[src/rtl/ps2_pkg.sv]
// rtl/ps2_pkg.sv - shared PS/2 device-transmitter types, constants and frame helpers
package ps2_pkg;

  localparam int PS2_FRAME_BITS = 11;

  typedef enum logic [2:0] {
    ST_IDLE     = 3'd0,
    ST_WAIT_BUS = 3'd1,
    ST_HIGH     = 3'd2,
    ST_LOW      = 3'd3,
    ST_DONE     = 3'd4
  } state_t;

  function automatic logic odd_parity(input logic [7:0] d);
    return ~^d;
  endfunction

  // Bit 0 leaves first: start 0, data LSB-first, odd parity, stop 1.
  function automatic logic [PS2_FRAME_BITS-1:0] build_frame(input logic [7:0] d);
    return {1'b1, odd_parity(d), d, 1'b0};
  endfunction

endpackage

[src/rtl/ps2_device_tx_if.sv]
// rtl/ps2_device_tx_if.sv - byte handshake between a scan-code source and the PS/2 transmitter
interface ps2_device_tx_if;
  logic [7:0] tx_data;
  logic       tx_valid;
  logic       tx_ready;
  logic       tx_done;
  logic       tx_abort;
  logic       busy;

  modport master (output tx_data, tx_valid, input tx_ready, tx_done, tx_abort, busy);
  modport slave  (input tx_data, tx_valid, output tx_ready, tx_done, tx_abort, busy);
endinterface

[src/rtl/ps2_sync2.sv]
// rtl/ps2_sync2.sv - two-flop synchroniser for an idle-high open-drain pin
module ps2_sync2 (
  input  logic i_clk,
  input  logic i_rst_n,
  input  logic i_d,
  output logic o_q
);
  logic r_meta;
  logic r_q;

  always_ff @(posedge i_clk or negedge i_rst_n) begin
    if (!i_rst_n) begin
      r_meta <= 1'b1;
      r_q    <= 1'b1;
    end else begin
      r_meta <= i_d;
      r_q    <= r_meta;
    end
  end

  assign o_q = r_q;
endmodule

[src/rtl/ps2_device_tx.sv]
// rtl/ps2_device_tx.sv - PS/2 device-side transmitter: generates PS2_CLK and sends 11-bit frames
module ps2_device_tx #(
  parameter int CLK_HALF_CYCLES = 2000,
  parameter int DATA_SETUP      = 1000,
  parameter int IDLE_GAP        = 2500,
  parameter int INHIBIT_GRACE   = 4
) (
  input  logic               CLOCK_50,
  input  logic               reset_n,
  ps2_device_tx_if.slave     tx,
  input  logic               ps2_clk_in,
  input  logic               ps2_dat_in,
  output logic               ps2_clk_drive_low,
  output logic               ps2_dat_drive_low,
  output logic               host_rts
);
  import ps2_pkg::*;

  localparam int MAX_A = (IDLE_GAP > CLK_HALF_CYCLES) ? IDLE_GAP : CLK_HALF_CYCLES;
  localparam int CNT_W = $clog2(MAX_A + 1) + 1;
  localparam logic [3:0] LAST_BIT = 4'(PS2_FRAME_BITS - 1);

  logic                      w_clk;
  logic                      w_dat;
  state_t                    r_state;
  logic [CNT_W-1:0]          r_cnt;
  logic [3:0]                r_bit_idx;
  logic [PS2_FRAME_BITS-1:0] r_shift;
  logic                      r_clk_drv;
  logic                      r_dat_drv;
  logic                      r_tx_ready;
  logic                      r_tx_done;
  logic                      r_tx_abort;
  logic                      r_busy;
  logic                      r_host_rts;

  ps2_sync2 u_sync_clk (.i_clk(CLOCK_50), .i_rst_n(reset_n), .i_d(ps2_clk_in), .o_q(w_clk));
  ps2_sync2 u_sync_dat (.i_clk(CLOCK_50), .i_rst_n(reset_n), .i_d(ps2_dat_in), .o_q(w_dat));

  always_ff @(posedge CLOCK_50 or negedge reset_n) begin
    if (!reset_n) begin
      r_state    <= ST_IDLE;
      r_cnt      <= '0;
      r_bit_idx  <= '0;
      r_shift    <= '0;
      r_clk_drv  <= 1'b0;
      r_dat_drv  <= 1'b0;
      r_tx_ready <= 1'b1;
      r_tx_done  <= 1'b0;
      r_tx_abort <= 1'b0;
      r_busy     <= 1'b0;
      r_host_rts <= 1'b0;
    end else begin
      r_tx_done  <= 1'b0;
      r_tx_abort <= 1'b0;
      r_host_rts <= ((r_state == ST_IDLE) || (r_state == ST_WAIT_BUS)) && w_clk && !w_dat;

      case (r_state)
        ST_IDLE: begin
          if (tx.tx_valid && r_tx_ready) begin
            r_shift    <= build_frame(tx.tx_data);
            r_tx_ready <= 1'b0;
            r_busy     <= 1'b1;
            r_cnt      <= '0;
            r_state    <= ST_WAIT_BUS;
          end
        end

        // A host RTS holds dat low, so it also keeps this count from completing.
        ST_WAIT_BUS: begin
          if (w_clk && w_dat) begin
            if (r_cnt == CNT_W'(IDLE_GAP - 1)) begin
              r_cnt     <= '0;
              r_bit_idx <= '0;
              r_state   <= ST_HIGH;
            end else begin
              r_cnt <= r_cnt + 1'b1;
            end
          end else begin
            r_cnt <= '0;
          end
        end

        // The grace window hides our own released clock still low in the synchroniser.
        ST_HIGH: begin
          if ((r_cnt >= CNT_W'(INHIBIT_GRACE)) && !w_clk) begin
            r_clk_drv <= 1'b0;
            r_dat_drv <= 1'b0;
            r_cnt     <= '0;
            if (r_bit_idx == LAST_BIT) begin
              r_tx_done <= 1'b1;
              r_state   <= ST_DONE;
            end else begin
              r_tx_abort <= 1'b1;
              r_state    <= ST_WAIT_BUS;
            end
          end else begin
            if (r_cnt == CNT_W'(DATA_SETUP)) begin
              r_dat_drv <= ~r_shift[r_bit_idx];
            end
            if (r_cnt == CNT_W'(CLK_HALF_CYCLES - 1)) begin
              r_cnt     <= '0;
              r_clk_drv <= 1'b1;
              r_state   <= ST_LOW;
            end else begin
              r_cnt <= r_cnt + 1'b1;
            end
          end
        end

        ST_LOW: begin
          if (r_cnt == CNT_W'(CLK_HALF_CYCLES - 1)) begin
            r_cnt     <= '0;
            r_clk_drv <= 1'b0;
            if (r_bit_idx == LAST_BIT) begin
              r_tx_done <= 1'b1;
              r_state   <= ST_DONE;
            end else begin
              r_bit_idx <= r_bit_idx + 4'd1;
              r_state   <= ST_HIGH;
            end
          end else begin
            r_cnt <= r_cnt + 1'b1;
          end
        end

        ST_DONE: begin
          r_clk_drv  <= 1'b0;
          r_dat_drv  <= 1'b0;
          r_busy     <= 1'b0;
          r_tx_ready <= 1'b1;
          r_state    <= ST_IDLE;
        end

        default: r_state <= ST_IDLE;
      endcase
    end
  end

  assign tx.tx_ready        = r_tx_ready;
  assign tx.tx_done         = r_tx_done;
  assign tx.tx_abort        = r_tx_abort;
  assign tx.busy            = r_busy;
  assign ps2_clk_drive_low  = r_clk_drv;
  assign ps2_dat_drive_low  = r_dat_drv;
  assign host_rts           = r_host_rts;
endmodule

[src/flat_wrapper.sv]
// flat-port wrapper written by rule: the top's interface ports become plain ports
module ps2_device_tx_flat import ps2_pkg::*;
#(
  parameter int CLK_HALF_CYCLES = 2000,
  parameter int DATA_SETUP      = 1000,
  parameter int IDLE_GAP        = 2500,
  parameter int INHIBIT_GRACE   = 4
)
  (CLOCK_50, reset_n, ps2_clk_in, ps2_dat_in, ps2_clk_drive_low, ps2_dat_drive_low, host_rts, tx_tx_data, tx_tx_valid, tx_tx_ready, tx_tx_done, tx_tx_abort, tx_busy);
  ps2_device_tx_if tx_i ();
  input  logic CLOCK_50;
  input  logic reset_n;
  input  logic ps2_clk_in;
  input  logic ps2_dat_in;
  output logic ps2_clk_drive_low;
  output logic ps2_dat_drive_low;
  output logic host_rts;
  input wire logic [$bits(tx_i.tx_data)-1:0] tx_tx_data;
  input wire logic [$bits(tx_i.tx_valid)-1:0] tx_tx_valid;
  output wire logic [$bits(tx_i.tx_ready)-1:0] tx_tx_ready;
  output wire logic [$bits(tx_i.tx_done)-1:0] tx_tx_done;
  output wire logic [$bits(tx_i.tx_abort)-1:0] tx_tx_abort;
  output wire logic [$bits(tx_i.busy)-1:0] tx_busy;
  assign tx_i.tx_data = tx_tx_data;
  assign tx_i.tx_valid = tx_tx_valid;
  assign tx_tx_ready = tx_i.tx_ready;
  assign tx_tx_done = tx_i.tx_done;
  assign tx_tx_abort = tx_i.tx_abort;
  assign tx_busy = tx_i.busy;
  ps2_device_tx #(.CLK_HALF_CYCLES(CLK_HALF_CYCLES), .DATA_SETUP(DATA_SETUP), .IDLE_GAP(IDLE_GAP), .INHIBIT_GRACE(INHIBIT_GRACE)) u_core (.CLOCK_50(CLOCK_50), .reset_n(reset_n), .tx(tx_i), .ps2_clk_in(ps2_clk_in), .ps2_dat_in(ps2_dat_in), .ps2_clk_drive_low(ps2_clk_drive_low), .ps2_dat_drive_low(ps2_dat_drive_low), .host_rts(host_rts));
endmodule
[config.mk]
export PLATFORM = sky130hd
export DESIGN_NAME = ps2_device_tx_flat
export DESIGN_NICKNAME = d
export VERILOG_FILES = /design/src/rtl/ps2_pkg.sv /design/src/rtl/ps2_device_tx_if.sv /design/src/rtl/ps2_sync2.sv /design/src/rtl/ps2_device_tx.sv /design/src/flat_wrapper.sv
export SDC_FILE = /design/constraint.sdc
export NUM_CORES = 1
export LEC_CHECK = 0
export ABC_AREA = 1
export CORE_MARGIN = 3
export CORE_UTILIZATION = 45
export DETAILED_ROUTE_END_ITERATION = 7
export SKIP_CTS_REPAIR_TIMING = 1
export SLEW_MARGIN = 20
export SYNTH_ARGS = -nofsm -noshare
export SYNTH_HDL_FRONTEND = slang
export SYNTH_HIERARCHICAL = 1
export SYNTH_SLANG_ARGS = --single-unit
[constraint.sdc]
create_clock -name CLOCK_50 -period 2 [get_ports CLOCK_50]
set_input_delay 0.4 -clock CLOCK_50 [delete_from_list [all_inputs] [get_ports CLOCK_50]]
set_output_delay 0.4 -clock CLOCK_50 [all_outputs]
set_load 0.02 [all_outputs]
==> metrics, run 1 <==
status finished, final reports clean; WP data required 1.60 ns; Post-Syn Area 2590 µm²; simple-gate share of the synthesized area 41.2%; Syn Nets 379; ant diodes 0; main combinational cell family by area after synthesis simple AND/OR/NAND/NOR gates; Reg clk slew, reported paths 0.08 ns; Int Power 1.80 mW; Post-Syn Instances 362; post-layout utilization of the core 53.6%; Hold Crit Class in2async; share of layout cells above drive strength 1 11.3%; FF+latch count, synth 41; Worst R2R Path Depth 8; Root Buffer clkbuf_8; Initial Utilization 46.8%; Synth async-reset ratio 100%; Design Area, Final 2970 µm²; Static Leak 1.43 nW; Worst path max stage delay 0.60 ns; Die Y 81.9 µm; post-route setup TNS 0 ns; Overall Global Routing Usage 21.6%; Avg Vias per Cell 5.39; placed cell areas 2880 µm²; clk buf depth 2; R2R setup slack 0.29 ns; vias after detailed routing 2478; Bufs and invs on worst path 1; Yosys cell types 33; met1 Use GR 26.6%; multiplexer share of the synthesized area 0%; worst hold margin 0.154 ns; power consumption 3.16 mW; Port Buffer Count 19; clk_skew 0.00496 ns; R2R Path Start u_core/r_cnt[1]; delay-heaviest family, CP buffers and inverters; CP Capture Type primary output; gpl congestion 0.984; VDD IR max 0.528 mV; Syn Area/Cell 7.16 µm²; layer with the highest usage met2; number of global-route vias before repair 2448; ys flop type dfrtp_1; cell chain of the critical path clkdlybuf4s50_1; Starting DRT DRC Count 142; I/O pins 20; Fill cells 558; die area 6710 µm²; max cap viols 0; Arrival @ worst endpoint 1.44 ns; wire per inst 14.0 µm; Worst Setup Path Type reg2out; Synth area leaders dfrtp_1 35%, nand2_1 18%, nand3_1 5.8%, inv_1 5.5%, dfstp_2 5.1%; CP startpoint kind register; initial antenna violation count 0; most frequent cells after synthesis 125 x nand2_1, 38 x inv_1, 36 x dfrtp_1, 30 x nand3_1, 26 x nor2_1; Sw Share 43.1%; Layout area overhead 14.6%; Final Max Tran Viols 0; share of the synthesized area in the top cell type 34.7%; YS warnings 6; complex-gate fraction of the synthesized area 6.81%; CTS tree done; first-pass GRT wire length 11200 µm; Logic pwr share 43.0%; switching pwr 1.36 mW; reg-to-reg endpoint u_core/r_cnt[8]; cell with the most instances after synthesis nand2_1; unrepaired setup endpoints after global routing no; slowest CP cell clkdlybuf4s50_1; met2 usage 37.5%; EDFF count, synth 0; Worst-Margin Slew 0.519 ns; relative slew slack 65.4%; Power per Cell Area 1060 nW/µm²; pin count of the biggest net entering global routing 42; period utilization 91.9%; Worst-Skew Late Latency 0.29 ns; Flop pwr share 39.0%; Pre-Repair DR Iteration Count 4; Synth Area in XOR/XNOR 2.36%; post-DP HPWL 4950 µm; cell row count 27; met3 GRT Util 3.62%; Die X 81.9 µm; fmax 544 MHz; final wirelength 6420 µm; antenna viol nets, final 0; Core Box Area 5540 µm²; total number of H-tree levels 2; leading area contributor after synthesis dfrtp_1; TritonCTS Buffers 5; global route total overflow 0; Final #Nets 404; critical path fanouts, max 3; Final Critical Period 1.84 ns; DRC 0; Clock Power Share 18.0%; clock sink total 41; Setup-failing EPs final 0; Final Hold Vio Count 0; Adder-Cell Fraction of Synth Area 1.93%; register area share after synthesis 39.8%
through the flow:
step | cells | worst slack (ns)
final | 460 | 0.161
after global routing | 460 | 0.116
after CTS | 460 | 0.147
after detailed placement | 452 | 0.237
after global placement | 452 | 0.275
after floorplan | 362 | 0.552
power groups by stage:
stage / registers, mW / clock network [mW] / logic [mW]
global route: 1.27 / 0.622 / 1.56
global placement: 1.25 / 0 / 1.35
finish: 1.23 / 0.570 / 1.36
CTS: 1.23 / 0.587 / 1.36
detailed placement: 1.25 / 0 / 1.35
floorplan: 1.21 / 0 / 0.972
flip-flops by register name (all words and copies together) (netlist names), 3 cells and up:
name / flops
u_core/r_cnt: 13
u_core/r_shift: 10
u_core/r_bit_idx: 4
u_core/r_state: 3
cell type report:
class | instances | area (µm²) | area share (%)
clock inverters | 1 | 7.51 | 0.253
flip-flops and latches | 41 | 1030 | 34.8
inverters | 43 | 161 | 5.43
clock buffers | 7 | 86.3 | 2.91
well taps | 72 | 90.1 | 3.03
repair buffers | 26 | 238 | 8.00
multi-input cells | 270 | 1360 | 45.6
how the worst max path moves through the flow:
stage,start,endpoint,slack (ns),depth (start not counted)
after floorplan,u_core/r_bit_idx[0],u_core/r_bit_idx[1],0.55,8
after global placement,tx_tx_valid,u_core/r_cnt[10],0.28,10
after detailed placement,tx_tx_valid,u_core/r_cnt[10],0.24,10
after CTS,u_core/tx.tx_ready,tx_tx_ready,0.15,1
after global routing,u_core/tx.tx_ready,tx_tx_ready,0.12,1
final,u_core/tx.tx_ready,tx_tx_ready,0.16,1
placed cells by master, fill, tap and decap left out, types with 2 or more instances in the layout:
cell	Yosys	layout
a211oi_1	2	2
a21oi_1	6	6
buf_4	2	7
clkbuf_8	0	6
clkdlybuf4s50_1	0	18
dfrtp_1	36	36
dfstp_2	5	5
ha_1	4	4
inv_1	38	38
inv_2	5	5
nand2_1	125	125
nand2_2	4	4
nand3_1	30	30
nand4_1	21	21
nor2_1	26	26
nor2_2	4	4
nor2_4	5	5
nor3_1	4	4
nor3_2	2	2
nor4_1	2	2
o211ai_1	7	7
o21ai_0	6	6
o21ai_1	5	5
or2_0	2	2
or2_2	2	2
xnor2_1	5	5
xor2_1	2	2
per-layer routing:
metal	share of wire [%]	wire length (µm)
met1	44	2830
met2	49	3160
met3	4.1	265
met4	2.6	170
met5	0	0
worst register-to-register path, cell delays in order, from the launching register on:
cell	delay (ns)
dfrtp_1	0.40
ha_1	0.25
nand2_1	0.13
nor2_4	0.18
nand2_1	0.08
nor2_1	0.28
nor2_1	0.08
o211ai_1	0.09
nand3_1	0.11
logic make-up after synthesis:
family,after synthesis
xor+xnor,7
fa+ha+maj,4
simple gates,230
flops,41
buf+inv,51
compound gates,29
Power figures use the tool's default switching activity.
==> inputs of run 2 (changes only) <==
--- a/config.mk
+++ b/config.mk
@@ -10,4 +10,5 @@
 export CORE_UTILIZATION = 45
 export DETAILED_ROUTE_END_ITERATION = 7
+export PLACE_DENSITY = 0.67
 export SKIP_CTS_REPAIR_TIMING = 1
 export SLEW_MARGIN = 20
==> constraint.sdc (replaced) <==
create_clock -name CLOCK_50 -period 1.55 [get_ports CLOCK_50]
set_input_delay 0.2325 -clock CLOCK_50 [delete_from_list [all_inputs] [get_ports CLOCK_50]]
set_output_delay 0.2325 -clock CLOCK_50 [all_outputs]
set_load 0.02 [all_outputs]
==> run 2 against run 1 <==
Compared with the run above: the run now ends with negative setup slack left; global-route usage grew 1.4 points; critical endpoint is now u_core/r_bit_idx[0]; hold slack better by 0.19 ns; clock-buffer cell count unchanged; largest power group unchanged; total power rose by 46%; cell area up 16%.
==> metrics, run 2 (same netlist as run 1, synthesis figures left out) <==
fmax 622 MHz; post-route setup TNS -0.280 ns (-0.280 ns); Largest register FFs 13 (unchanged); FF/Latch Area 1040 µm² (+0.36%); cell row count 27 (unchanged); wire per inst 14.5 µm (+3.7%); CTS tree done; Worst-Skew Late Latency 0.30 ns (about the same); Reg clk slew, reported paths 0.08 ns (about the same); total number of H-tree levels 2 (unchanged); global route total overflow 0 (unchanged); Die Y 81.9 µm (unchanged); Core Box Area 5540 µm² (unchanged); pin count of the biggest net entering global routing 42 (unchanged); R2R setup slack -0.06 ns (-0.35 ns); critical path fanouts, max 8 (+5); Avg Vias per Cell 5.34 (-0.93%); clock sink total 41 (unchanged); slowest CP cell dfrtp_1; area of the multi-input gates 1450 µm² (+7.0%); Layout area overhead 32.4%; Static Leak 1.69 nW (+19%); clk buf depth 2 (unchanged); failing checks negative setup slack; CP startpoint kind register; Hold Crit Class in2reg; Final #Nets 449 (+11%); clk_skew 0.0148 ns (+0.00983 ns); ant diodes 0 (unchanged); Final Critical Period 1.61 ns; max cap viols 0 (unchanged); die area 6710 µm² (unchanged); most frequent cells in the layout 114 x nand2_1, 47 x buf_4, 35 x inv_1; status complete, but fails checks; Pre-Repair DR Iteration Count 5 (+1); TritonCTS Buffers 5 (unchanged); R2R Path Start u_core/r_cnt[0]; Starting DRT DRC Count 163 (+15%); post-DP HPWL 5410 µm (+9.3%); most flop-heavy register u_core/r_cnt; vias after detailed routing 2695 (+8.8%); antenna viol nets, final 0 (unchanged); VDD IR max 0.792 mV (+50%); relative slew slack 80.0% (+15 points); first-pass GRT wire length 11800 µm (+6.1%); worst setup margin -0.0581 ns (-0.219 ns); final wirelength 7310 µm (+14%); HP Start ps2_clk_in; Worst path max stage delay 0.38 ns (-0.22 ns); CP Capture Type register; Final Max Tran Viols 0 (unchanged); WP data required 1.74 ns (+0.14 ns); gpl congestion 1.00 (+1.9%); Arrival @ worst endpoint 1.80 ns (+0.36 ns); Initial Utilization 46.8% (unchanged); cell chain of the critical path ha_2 > nand2_1 > nor3_2 > buf_4 > nand4_1 > nand2_2 > nand3_4 > nand2_2 > o21ai_1; unrepaired setup endpoints after global routing yes; Cell Count, Final, Fillers Out 505 (+9.8%); DP Cell Count 490 (+8.4%); post-layout utilization of the core 61.9% (+8.3 points); Fill cells 515 (-7.7%); share of layout cells above drive strength 1 27.3% (+16 points); placed cell areas 3170 µm² (+10%); Final Hold Vio Count 0 (unchanged); Critical Path Start u_core/r_cnt[0]; most common cell after layout, fill and taps aside nand2_1; Overall Global Routing Usage 23.1% (+1.4 points); power consumption 4.62 mW (+46%); Power per Cell Area 1350 nW/µm² (+27%); Root Buffer clkbuf_8; initial antenna violation count 0 (unchanged); I/O pins 20 (unchanged); most frequent CP cell nand2_2; Die X 81.9 µm (unchanged); period utilization 104%; Design Area, Final 3430 µm² (+16%); Worst-Margin Slew 0.299 ns (-0.220 ns); number of global-route vias before repair 2605 (+6.4%); Port Buffer Count 19 (unchanged); Worst Setup Path Type reg2reg; Setup-failing EPs final 7 (+7); DRC 0 (unchanged); Top Registers u_core/r_cnt: 13 flops, u_core/r_shift: 10 flops, u_core/r_bit_idx: 4 flops
run 2: layout make-up:
type,count,share of cell area [%]
multi-input combinational,270,42.3
timing repair buffer,71,17.7
inverter,43,4.89
sequential,41,30.2
clock buffer,7,2.22
clock inverter,1,0.146
tap,72,2.62
run 2: stage by stage:
| stage | setup slack, ns | hold slack, ns |
|---|---|---|
| 2_1_floorplan | 0.102 | -0.0631 |
| 3_3_place_gp | -0.0701 | 0.222 |
| 3_5_place_dp | -0.0897 | 0.219 |
| 4_1_cts | -0.135 | -0.104 |
| 5_1_grt | -0.168 | 0.339 |
| 6_report | -0.0581 | 0.342 |
run 2: power by group:
group	switching (mW)	internal (mW)	total (mW)
clock	0.367	0.316	0.684
sequential	0.182	1.35	1.53
combinational	1.44	0.968	2.41
run 2: routing by layer:
layer  GRT usage [%]  vias up  part of all wire [%]
met1            28.3     1266                    42
met4            9.80        0                   2.2
met3            4.71       15                   6.0
li1                -     1317                     -
met5               0        -                     0
met2            39.2       97                    50
run 2: worst paths after layout:
path / cells past startpoint / endpoint
max in group asynchronous: 3 / u_core/tx.tx_ready
min: 1 / u_core/u_sync_clk/r_meta
min in group asynchronous: 3 / u_core/r_cnt[5]
max: 9 / u_core/r_bit_idx[0]
min reg2reg: 0 / u_core/u_sync_dat/o_q
max reg2reg: 9 / u_core/r_bit_idx[0]
run 2: critical path, delay by kind of cell (launching register included):
kind | cells | cell delay [ns]
simple gates | 6 | 0.70
flops | 1 | 0.38
fa+ha+maj | 1 | 0.22
buf+inv | 1 | 0.15
compound gates | 1 | 0.05
==> inputs of run 3 (changes only) <==
CTS_BUF_LIST = sky130_fd_sc_hd__clkbuf_2 sky130_fd_sc_hd__clkbuf_4 sky130_fd_sc_hd__clkbuf_8   (was unset)
==> run 3 against run 2 <==
Compared with the run above: the run still ends with negative setup slack left; core utilization is 0.090 points higher; critical path depth stayed put; fmax is 0.57% higher; setup slack better by 0.0091 ns; cell area is 0.15% higher; sequential cell count stayed put; non-clock buffer count stayed put; clock skew hardly changed; largest cell class unchanged; highest routed layer unchanged.
==> metrics, run 3 (same netlist as run 1, synthesis figures left out) <==
Reg clk slew, reported paths 0.08 ns (about the same); Worst path max stage delay 0.37 ns (about the same); Flop pwr share 32.9% (-0.2 points); Port Buffer Count 19 (unchanged); status complete, but fails checks; VDD IR max 0.796 mV (+0.50%); Pre-Repair DR Iteration Count 5 (unchanged); unrepaired setup endpoints after global routing yes; die area 6710 µm² (unchanged); global route total overflow 0 (unchanged); Overall Global Routing Usage 23.1% (unchanged); Setup-failing EPs final 7 (unchanged); CP startpoint kind register; critical path fanouts, max 8 (unchanged); max cap viols 0 (unchanged); post-DP HPWL 5410 µm (unchanged); Die Y 81.9 µm (unchanged); most flop-heavy register u_core/r_cnt; Largest register FFs 13 (unchanged); fmax 625 MHz (+0.57%); clk_skew 0.0151 ns (+0.000344 ns); TritonCTS Buffers 5 (unchanged); Critical Path Start u_core/r_cnt[0]; Starting DRT DRC Count 174 (+6.7%); Layout area overhead 32.6%; cell row count 27 (unchanged); gpl congestion 1.00 (unchanged); Final #Nets 449 (unchanged); most frequent cells in the layout 115 x nand2_1, 47 x buf_4, 35 x inv_1; CP Capture Type register; final wirelength 7300 µm (about the same); Static Leak 1.70 nW (+0.35%); clk buf depth 2 (unchanged); worst setup margin -0.0491 ns (+0.00908 ns); WP data required 1.73 ns (about the same); Final Max Tran Viols 0 (unchanged); CTS tree done; Avg Vias per Cell 5.32 (-0.33%); DRC 0 (unchanged); pin count of the biggest net entering global routing 42 (unchanged); antenna viol nets, final 0 (unchanged); Top Registers u_core/r_cnt: 13 flops, u_core/r_shift: 10 flops, u_core/r_bit_idx: 4 flops; Power per Cell Area 1350 nW/µm² (+0.42%); Hold Crit Class in2reg; Final Critical Period 1.60 ns (-0.00908 ns); Initial Utilization 46.8% (unchanged); Arrival @ worst endpoint 1.78 ns (-0.02 ns); HP Start ps2_clk_in; total number of H-tree levels 2 (unchanged); Root Buffer clkbuf_8; I/O pins 20 (unchanged); first-pass GRT wire length 11800 µm (unchanged); Worst-Margin Slew 0.306 ns (+0.00732 ns); Die X 81.9 µm (unchanged); R2R Path Start u_core/r_cnt[0]; Int Power 2.67 mW (+1.3%); Worst Setup Path Type reg2reg; ant diodes 0 (unchanged); Final Hold Vio Count 0 (unchanged); share of layout cells above drive strength 1 27.5% (+0.23 points); cell chain of the critical path ha_2 > nand2_1 > nor3_2 > buf_4 > nand4_1 > nand2_2 > nand3_4 > nand2_2 > o21ai_1; Sw Share 42.6% (-0.40 points); initial antenna violation count 0 (unchanged); Logic pwr share 51.6% (-0.5 points); most common cell after layout, fill and taps aside nand2_1; number of global-route vias before repair 2600 (-0.19%); wire per inst 14.5 µm (about the same); slowest CP cell dfrtp_1; period utilization 103% (-0.59 points); Clock Power Share 15.5% (+0.7 points); failing checks negative setup slack; relative slew slack 79.4% (-0.63 points); worst hold margin 0.345 ns (+0.00214 ns); Core Box Area 5540 µm² (unchanged); most frequent CP cell nand2_2; switching pwr 1.98 mW (-0.37%); Worst-Skew Late Latency 0.30 ns (about the same); clock sink total 41 (unchanged); power consumption 4.65 mW (+0.57%); vias after detailed routing 2686 (-0.33%)
[run 3: power by group through the flow]
stage	Clock, mW	Combinational [mW]	Sequential (mW)
after detailed placement	0	2.09	1.54
after CTS	0.744	2.09	1.52
after floorplan	0	1.25	1.57
final	0.720	2.40	1.53
after global routing	0.784	2.65	1.57
after global placement	0	2.07	1.54
[run 3: layout make-up]
| type | instances | area, µm² |
|---|---|---|
| Sequential cell | 41 | 1040 |
| Clock buffer | 7 | 83.8 |
| Inverter | 43 | 168 |
| Timing Repair Buffer | 71 | 607 |
| Fill cell | 516 | 2100 |
| Clock inverter | 1 | 5.00 |
| Tap cell | 72 | 90.1 |
| Multi-Input combinational cell | 270 | 1450 |
[run 3: path summary, 6_finish.rpt]
path / depth (start not counted) / end / slack (ns)
setup / recovery: 9 / u_core/r_bit_idx[0] / -0.05
hold / removal: 1 / u_core/u_sync_clk/r_meta / 0.34
setup reg to reg: 9 / u_core/r_bit_idx[0] / -0.05
hold reg to reg: 0 / u_core/u_sync_dat/o_q / 0.36
max in group asynchronous: 3 / u_core/tx.tx_ready / 0.85
min in group asynchronous: 3 / u_core/r_cnt[6] / 0.44
[run 3: metal layers]
layer / track usage [%] / routed length (µm) / up-vias
met5: 0 / 0 / -
met4: 9.80 / 219 / 0
li1: - / - / 1311
met3: 4.71 / 380 / 23
met2: 39.1 / 3600 / 91
met1: 28.4 / 3110 / 1261
[run 3: worst max-delay path: cells and delay by family, from the launching register on]
family | cells | cell delay (ns)
AOI/OAI and AO/OA | 1 | 0.05
adders and majority gates | 1 | 0.22
buffers and inverters | 1 | 0.15
DFF | 1 | 0.37
and+or+nand+nor | 6 | 0.69
[run 3: stage by stage]
stage | setup WS [ns] | area [µm²] | util (%) | TNS (ns) | instances
after floorplan | 0.102 | 2590 | - | 0 | 362
after global placement | -0.0701 | 3170 | 57.3 | -0.105 | 490
after detailed placement | -0.0897 | 3170 | 57.3 | -0.273 | 490
after CTS | -0.135 | 3260 | 58.9 | -0.448 | 498
after global routing | -0.168 | 3440 | 62.0 | -1.92 | 505
final | -0.0491 | 3440 | 62.0 | -0.209 | 505
